`src/rtl/instruction_cache.sv`:
```
// instruction_cache: direct-mapped read-only I-cache with single-outstanding line refill.
module instruction_cache #(
  parameter int ADDR_WIDTH     = 32,
  parameter int DATA_WIDTH     = 32,
  parameter int LINES          = 16,
  parameter int WORDS_PER_LINE = 4
) (
  input  logic                  clk,
  input  logic                  rst_n,
  input  logic [ADDR_WIDTH-1:0] pc,
  input  logic                  req,
  input  logic                  invalidate,
  output logic                  hit,
  output logic [DATA_WIDTH-1:0] instruction,
  output logic                  mem_req,
  output logic [ADDR_WIDTH-1:0] mem_addr,
  input  logic                  mem_valid,
  input  logic [DATA_WIDTH-1:0] mem_rdata,
  output logic                  busy,
  output logic [15:0]           miss_count
);
  localparam int OW = $clog2(WORDS_PER_LINE);
  localparam int IW = $clog2(LINES);
  localparam int LW = ADDR_WIDTH - 2 - OW;
  localparam int TW = LW - IW;

  typedef enum logic [1:0] {IDLE, REFILL, FILL_DONE} state_t;
  state_t state, state_nx;

  logic [DATA_WIDTH-1:0] data [LINES][WORDS_PER_LINE];
  logic [TW-1:0]         tags [LINES];
  logic [LINES-1:0]      valid;
  logic [LW-1:0]         line;
  logic [OW-1:0]         beat;
  logic                  inv_seen;
  logic                  miss;

  logic [LW-1:0] pc_line;
  logic [IW-1:0] pc_idx, line_idx;
  logic [TW-1:0] pc_tag, line_tag;
  logic [OW-1:0] pc_off;

  assign pc_line  = pc[ADDR_WIDTH-1:2+OW];
  assign pc_off   = pc[2 +: OW];
  assign pc_idx   = pc_line[IW-1:0];
  assign pc_tag   = pc_line[LW-1:IW];
  assign line_idx = line[IW-1:0];
  assign line_tag = line[LW-1:IW];

  always_comb begin
    state_nx    = state;
    hit         = state == IDLE && req && !invalidate && valid[pc_idx] && tags[pc_idx] == pc_tag;
    instruction = hit ? data[pc_idx][pc_off] : '0;
    miss        = state == IDLE && req && !hit;
    mem_req     = state == REFILL;
    mem_addr    = mem_req ? {line, beat, 2'b00} : '0;
    busy        = state != IDLE;
    case (state)
      IDLE:    state_nx = miss ? REFILL : IDLE;
      REFILL:  state_nx = mem_valid && &beat ? FILL_DONE : REFILL;
      default: state_nx = IDLE;
    endcase
  end

  always_ff @(posedge clk or negedge rst_n) begin
    if (!rst_n) begin
      state      <= IDLE;
      valid      <= '0;
      line       <= '0;
      beat       <= '0;
      inv_seen   <= 1'b0;
      miss_count <= '0;
    end else begin
      state <= state_nx;
      if (miss) begin
        line       <= pc_line;
        beat       <= '0;
        inv_seen   <= 1'b0;
        miss_count <= miss_count == 16'hFFFF ? miss_count : miss_count + 16'd1;
      end else if (invalidate && state != IDLE) begin
        inv_seen <= 1'b1;
      end
      if (state == REFILL && mem_valid)
        beat <= beat + 1'b1;
      // invalidate in the FILL_DONE cycle wins over validating the new line
      if (invalidate)
        valid <= '0;
      else if (state == FILL_DONE && !inv_seen)
        valid[line_idx] <= 1'b1;
    end
  end

  always_ff @(posedge clk) begin
    if (state == REFILL && mem_valid) begin
      data[line_idx][beat] <= mem_rdata;
      if (&beat)
        tags[line_idx] <= line_tag;
    end
  end
endmodule
```
`config.mk`:
```
export PLATFORM = sky130hd
export DESIGN_NAME = instruction_cache
export DESIGN_NICKNAME = d
export VERILOG_FILES = /design/src/rtl/instruction_cache.sv
export SDC_FILE = /design/constraint.sdc
export NUM_CORES = 2
export LEC_CHECK = 0
export ABC_AREA = 1
export BUFFER_PORTS_ARGS = -buffer_cell sky130_fd_sc_hd__buf_2
export CAP_MARGIN = 10
export CORE_UTILIZATION = 30
export CTS_CLUSTER_SIZE = 40
export DETAILED_ROUTE_END_ITERATION = 16
export SETUP_SLACK_MARGIN = 0.2
export SYNTH_ARGS = -nofsm -noshare
export SYNTH_HDL_FRONTEND = slang
export SYNTH_SLANG_ARGS = --single-unit
```
`constraint.sdc`:
```
create_clock -name clk -period 5.2 [get_ports clk]
set_input_delay 0.78 -clock clk [delete_from_list [all_inputs] [get_ports clk]]
set_output_delay 0.78 -clock clk [all_outputs]
set_load 0.05 [all_outputs]
```
Word-level counts from Yosys, hierarchy flattened
Memory sizes are Yosys's and may differ from the RTL's.
Index checks and enable logic that the tools add are counted.
- memories: 2
- word-level logic and storage cells: 70
- output and inout bits: 83
- bits of input ports: 69
- bits in registers: 65
- memory bits (writable): 2432
- add/subtract/negate cells: 2
- reduce and logical (&&, ||, !) cells: 21
- mux-type cells: 25
- equal/unequal tests: 4
- bitwise gates (word level): 4
- magnitude comparators: 6
- memories (name ; depth ; bits a word ; rd ports ; clocked after memory_dff ; wr ports ; line ; text):
    data ; 16 ; 128 ; 1 ; 0 ; 1 ; 30 ; logic [DATA_WIDTH-1:0] data [LINES][WORDS_PER_LINE];
    tags ; 16 ; 24 ; 1 ; 0 ; 1 ; 31 ; logic [TW-1:0] tags [LINES];
- operators with widths (cell ; number):
    $mux 32 ; 5
    $mux 128 ; 1
    $bmux 32 s2 ; 1
    $demux 32 s2 ; 1
    $mux 16 ; 2
    $eq 24x24->1 ; 1
    $add 16x1->16 const B ; 1
    $eq 16x16->1 const B ; 1
    $or 16x16->16 ; 1
    $logic_and 1x1->1 ; 11
    $lt 4x5->1 const B ; 2
    $mux 1 ; 9
    $reduce_bool 2->1 ; 4
    $ge 3x3->1 const B ; 2
    $mux 2 ; 3
    $not 2->3 ; 2
    $bmux 1 s4 ; 1
    $demux 1 s4 ; 1
    $ge 4x1->1 const B ; 1
    $pmux 2 s2 ; 1
    $reduce_and 2->1 ; 2
    $logic_not 1->1 ; 3
    $lt 3x1->1 const B ; 1
    $add 2x1->2 const B ; 1
    other kinds (4) ; 4

Longest topological paths before layout
- depth after elaboration: 9
- mapped depth: 21
- mapped depth without buffers: 17

Least setup slack after synthesis
OpenSTA, ideal clock, no wires.
- path kind: reg-to-reg
- start point: reg state[0]
- end point: mem data[11][0] in the netlist's numbering (enable)
- library setup time: 470 ps
- path slack: 578 ps
- path buffers: 1
- arrival time: 4153 ps
- clock period less this slack: 4622 ps
- data required time: 4730 ps
- stages on the path, launching flop included: 8
- cells stage by stage: dfrtp_1 -> inv_1 -> nor2_1 -> inv_1 -> nor2_1 -> inv_1 -> clkbuf_1 -> nor2_1
- longest elaborated chain between the ends: 4
- ends and longest elaborated chain (what ; line ; text):
    start, declared ; 28 ; state_t state, state_nx;
    start signal, assigned ; 74 ; state <= state_nx;
    $eq 2x1->1 ; n/a ;
    via mem_req ; 15 ; output logic mem_req,
    $logic_and 1x1->1 ; 94 ; if (state == REFILL && mem_valid) begin
    $mux 1 ; 94 ;
    $mux 128 (not written as such) ; 95 ; data[line_idx][beat] <= mem_rdata;
    end, declared ; 30 ;
The timed path passes the listed nets, and every way through them passes these cells.

Worst setup path in the final report
- start point: reg state[1]
- end point: out instruction[7]
- longest elaborated chain between the ends: 6
- ends and longest elaborated chain (what ; line ; text):
    $logic_not 2->1 ; 52 ; hit = state == IDLE && req && !invalidate && valid[pc_idx] && tags[pc_idx] == pc_tag;
    $logic_and 1x1->1 (4 in a row) ; 52 ;
    $mux 32 ; 53 ; instruction = hit ? data[pc_idx][pc_off] : '0;
    end, declared ; 14 ; output logic [DATA_WIDTH-1:0] instruction,
No other way between the ends.

==> summary.md <==
| Metric | Value |
|---|---|
| Clock share of power | approximately 37% |
| CP delay by family, top | simple AND/OR/NAND/NOR gates |
| Final clock skew | about 81 ps |
| Worst path bufs/invs | 4 |
| Gr usage total | between 10% and 20% |
| Most frequent cell on the critical path | nor2_1 |
| Unique cell type count in the Yosys netlist | 43 |
| Crit path cell chain | inv_1 > nand3_1 > nor2_1 > nand2_1 > nor2_1 > nand4_1 > nor2_1 > nand4_1 > buf_12 > nor3_2 > buf_4 > buf_12 |
| Sum of negative setup slack | 0 ps |
| PD cells | 385 nW/um2 |
| Sequential fraction of the synthesis area | roughly 74% |
| IO Pins | around 150 |
| DRT iter0 DRCs | between 7,000 and 8,000 |
| Drt drc | 0 |
| Max Freq | between 200 and 250 MHz |
| # port buffers | approximately 150 |
| Synthesized instance count | just over 8,000 |
| Post-place setup slack | 34.1 ps |
| Critical Path RT | between 4000 and 5000 ps |
| Post-DP HPWL | between 150 and 200 mm |
| First-pass GRT wire length | roughly 420 mm |
| Fin nets | 8,380 |
| Worst vdd ir | approximately 0.00044 V |
| Setup violators final | 0 |
| Measured slew at the worst slew-check pin | ~1300 ps |
| Critical Path End Type | output port |
| Post-DR wirelength/cell | around 22 um |
| Slew Viols, Final | 0 |
| Logic pwr share | just under 10% |
| Fin crit period | approximately 4900 ps |
| Hold crit path type | input port to asynchronous set/reset pin |
| Post-DRT Antenna Nets | 0 |
| Share of post-route cells with drive strength above 1 | under 10% |
| Clock transition at the registers of the reported paths | 60 ps |
| Gr ovfl total | 0 |
| CP Launch Type | flip-flop |
| YS warnings | 0 |
| Reg power frac | about 53% |
| Setup slack, reg-to-reg | between 1500 and 2000 ps |
| Vias | between 60,000 and 70,000 |
| Final RePlAce weighted congestion | 0.809 |
| Clock Tree Root | clkbuf_16 |
| Post-CTS Hold Fix Bufs | 0 |
| P&R area growth vs syn | 15.1% |
| CP max-delay cell | dfrtp_1 |
| Final WL | between 200 and 300 mm |
| MaxCap Viol Count | 0 |
| Fin. Hold Viols | 0 |
| Initial Utilization | ~30% |
| Syn Area/Cell | 12.3 um2 |
| Worst path max stage delay | ~400 ps |
| Yosys reg bits | around 2,500 |
| Clock Tree Buf Depth | 4 |
| DIE WIDTH | between 500 and 600 um |
| Final worst setup slack | 305 ps |
| CP Depth | 12 |
| Die area | roughly 340,000 um2 |
| Critical path arrival | 4120 ps |
| Leak Pwr | between 30 and 40 nW |
| CTS Buf Count | between 200 and 250 |
| Core Area | 333,000 um2 |
| Setup CP Type | flip-flop to output port |
| Pre-Repair DR Iteration Count | 5 |
| Sw Pwr | 0.0113 W |
| Tcrit/Tclk final | between 90% and 100% |
| RSZ-0062 raised after global routing | false |
| R2R depth | 8 |
| Postcts setup bufs | 0 |
| Die Height | around 580 um |
| Worst-skew pair later-pin latency | about 920 ps |
| Vias in the first global route | between 60,000 and 70,000 |
| Crit Path Max Fanout | 33 |
| # clock sinks | between 2,000 and 2,500 |
| Switching part of the total | between 20% and 30% |
| Vias per inst | slightly above 5 |
| Relative slew slack | approximately 15% |
| Largest net degree at the start of global routing | 150 |
| # H-tree levels | 4 |
| Mapped Area | around 100,000 um2 |
| Row cnt | roughly 210 |
| Initial antenna violation count | 19 |
| Int Pwr | around 0.033 W |
| CTS tree | built |
| Status | completed |
placed cells by master, fill, tap and decap left out, drive strengths merged:
| master | instances |
|---|---|
| o22ai | 104 |
| nor2 | 538 |
| a221oi | 45 |
| a211oi | 9 |
| xnor2 | 7 |
| clkinv | 95 |
| and3 | 9 |
| nor3 | 40 |
| clkbuf | 301 |
| nand3 | 1200 |
| a31oi | 1 |
| or2 | 2 |
| buf | 436 |
| nand4 | 25 |
| o21ai | 474 |
| nand3b | 1 |
| bufinv | 15 |
| o221ai | 32 |
| a21oi | 280 |
| xor2 | 7 |
| dfrtp | 65 |
| nor4 | 1 |
| mux2i | 3 |
| ha | 5 |
| o31ai | 9 |
| a22o | 56 |
| a32o | 27 |
| conb | 2 |
| inv | 164 |
| a221o | 9 |
| clkinvlp | 6 |
| edfxtp | 2432 |
| o211ai | 55 |
| diode | 3 |
| nand2 | 2033 |
cells by family (layout without fill, tap and decap cells):
kind of cell / Yosys count / in the layout / share of synthesized area (%)
muxes: 3 / 3 / 0.0299
other: 1 / 5 / 0.00373
and+or+nand+nor: 3849 / 3849 / 16.0
buffers and inverters: 713 / 1017 / 3.02
adders and majority gates: 5 / 5 / 0.0622
AOI/OAI and AO/OA: 1101 / 1101 / 6.47
xor gates and xnor gates: 14 / 14 / 0.122
DFF: 2497 / 2497 / 74.3
power by group through the flow:
stage               combinational, W  clock [W]  sequential (W)
finish                       0.00435     0.0166          0.0236
global route                 0.00466     0.0176          0.0237
CTS                          0.00429     0.0169          0.0236
detailed placement           0.00427          0          0.0240
global placement             0.00419          0          0.0240
floorplan                    0.00240          0          0.0239
state kept, by name, indices dropped and copies added, names as in the netlist:
name / count
beat: 2
data: 2048
inv_seen: 1
line: 28
miss_count: 16
state: 2
tags: 384
valid: 16
cell usage after synthesis, drive strengths merged:
| master | number | area share, % |
|---|---|---|
| o221ai | 32 | 0.28 |
| or2 | 2 | 0.012 |
| o22ai | 104 | 0.65 |
| nor2 | 538 | 2.0 |
| xor2 | 7 | 0.061 |
| buf | 306 | 1.5 |
| o211ai | 55 | 0.41 |
| a211oi | 9 | 0.067 |
| ha | 5 | 0.062 |
| nor3 | 40 | 0.20 |
| and3 | 9 | 0.056 |
| a22o | 56 | 0.49 |
| edfxtp | 2432 | 73 |
| a221oi | 45 | 0.39 |
| a21oi | 280 | 1.4 |
| o31ai | 9 | 0.067 |
| a221o | 9 | 0.090 |
| nand4 | 25 | 0.16 |
| nand3b | 1 | 0.0075 |
| o21ai | 474 | 2.4 |
| mux2i | 3 | 0.030 |
| xnor2 | 7 | 0.061 |
| clkbuf | 249 | 0.93 |
| nand3 | 1200 | 6.0 |
| a32o | 27 | 0.27 |
| dfrtp | 65 | 1.6 |
| a31oi | 1 | 0.0062 |
| nor4 | 1 | 0.0062 |
| clkinv | 1 | 0.0037 |
| inv | 157 | 0.59 |
| conb | 1 | 0.0037 |
| nand2 | 2033 | 7.6 |
layer usage:
metal  track usage (%)  wire, um  part of all wire [%]
met5                 0         0                     0
met4              4.08      6570                   2.3
met3              2.93     25300                   8.7
met2              26.6    133000                    46
met1              23.2    124000                    43
stage by stage:
| step | total power, W | std cells | util, % | hold slack [ps] | instance area, um2 |
|---|---|---|---|---|---|
| after floorplan | 0.0263 | 8184 | - | 462 | 101000 |
| after global placement | 0.0282 | 12449 | 32.5 | 479 | 108000 |
| after detailed placement | 0.0283 | 12449 | 32.5 | 484 | 108000 |
| after CTS | 0.0448 | 12871 | 34.7 | 41.8 | 116000 |
| after global routing | 0.0459 | 12875 | 34.7 | 97.5 | 116000 |
| final | 0.0446 | 12878 | 34.7 | 68.9 | 116000 |
final timing paths:
kind,to,start
max in group asynchronous,line[13]$_DFFE_PN0P_,rst_n
min in group clk,line[6]$_DFFE_PN0P_,pc[10]
worst max-delay path,instruction[7],state[1]$_DFF_PN0_
worst max register to register,tags[6][11]$_DFFE_PP_,state[0]$_DFF_PN0_
worst min-delay path,miss_count[12]$_DFFE_PN0P_,rst_n
worst min register to register,valid[1]$_DFFE_PN0P_,valid[1]$_DFFE_PN0P_
cell type report:
class,count,area [um2]
inverter,158,638
clock buffer,300,6290
timing repair inverter,1,8.76
clock inverter,121,982
tap,4387,5490
antenna,3,7.51
sequential,2497,74700
fill,31998,218000
timing repair buffer,437,4270
multi-input combinational,4974,23400
timing repair:
item                       in CTS  in global routing
setup endpoints to repair      12                  8
gates resized for setup        10                  6
gates cloned                    1                  0
pin swaps                       0                  1
Note: power is estimated with default switching activity, not from simulation.
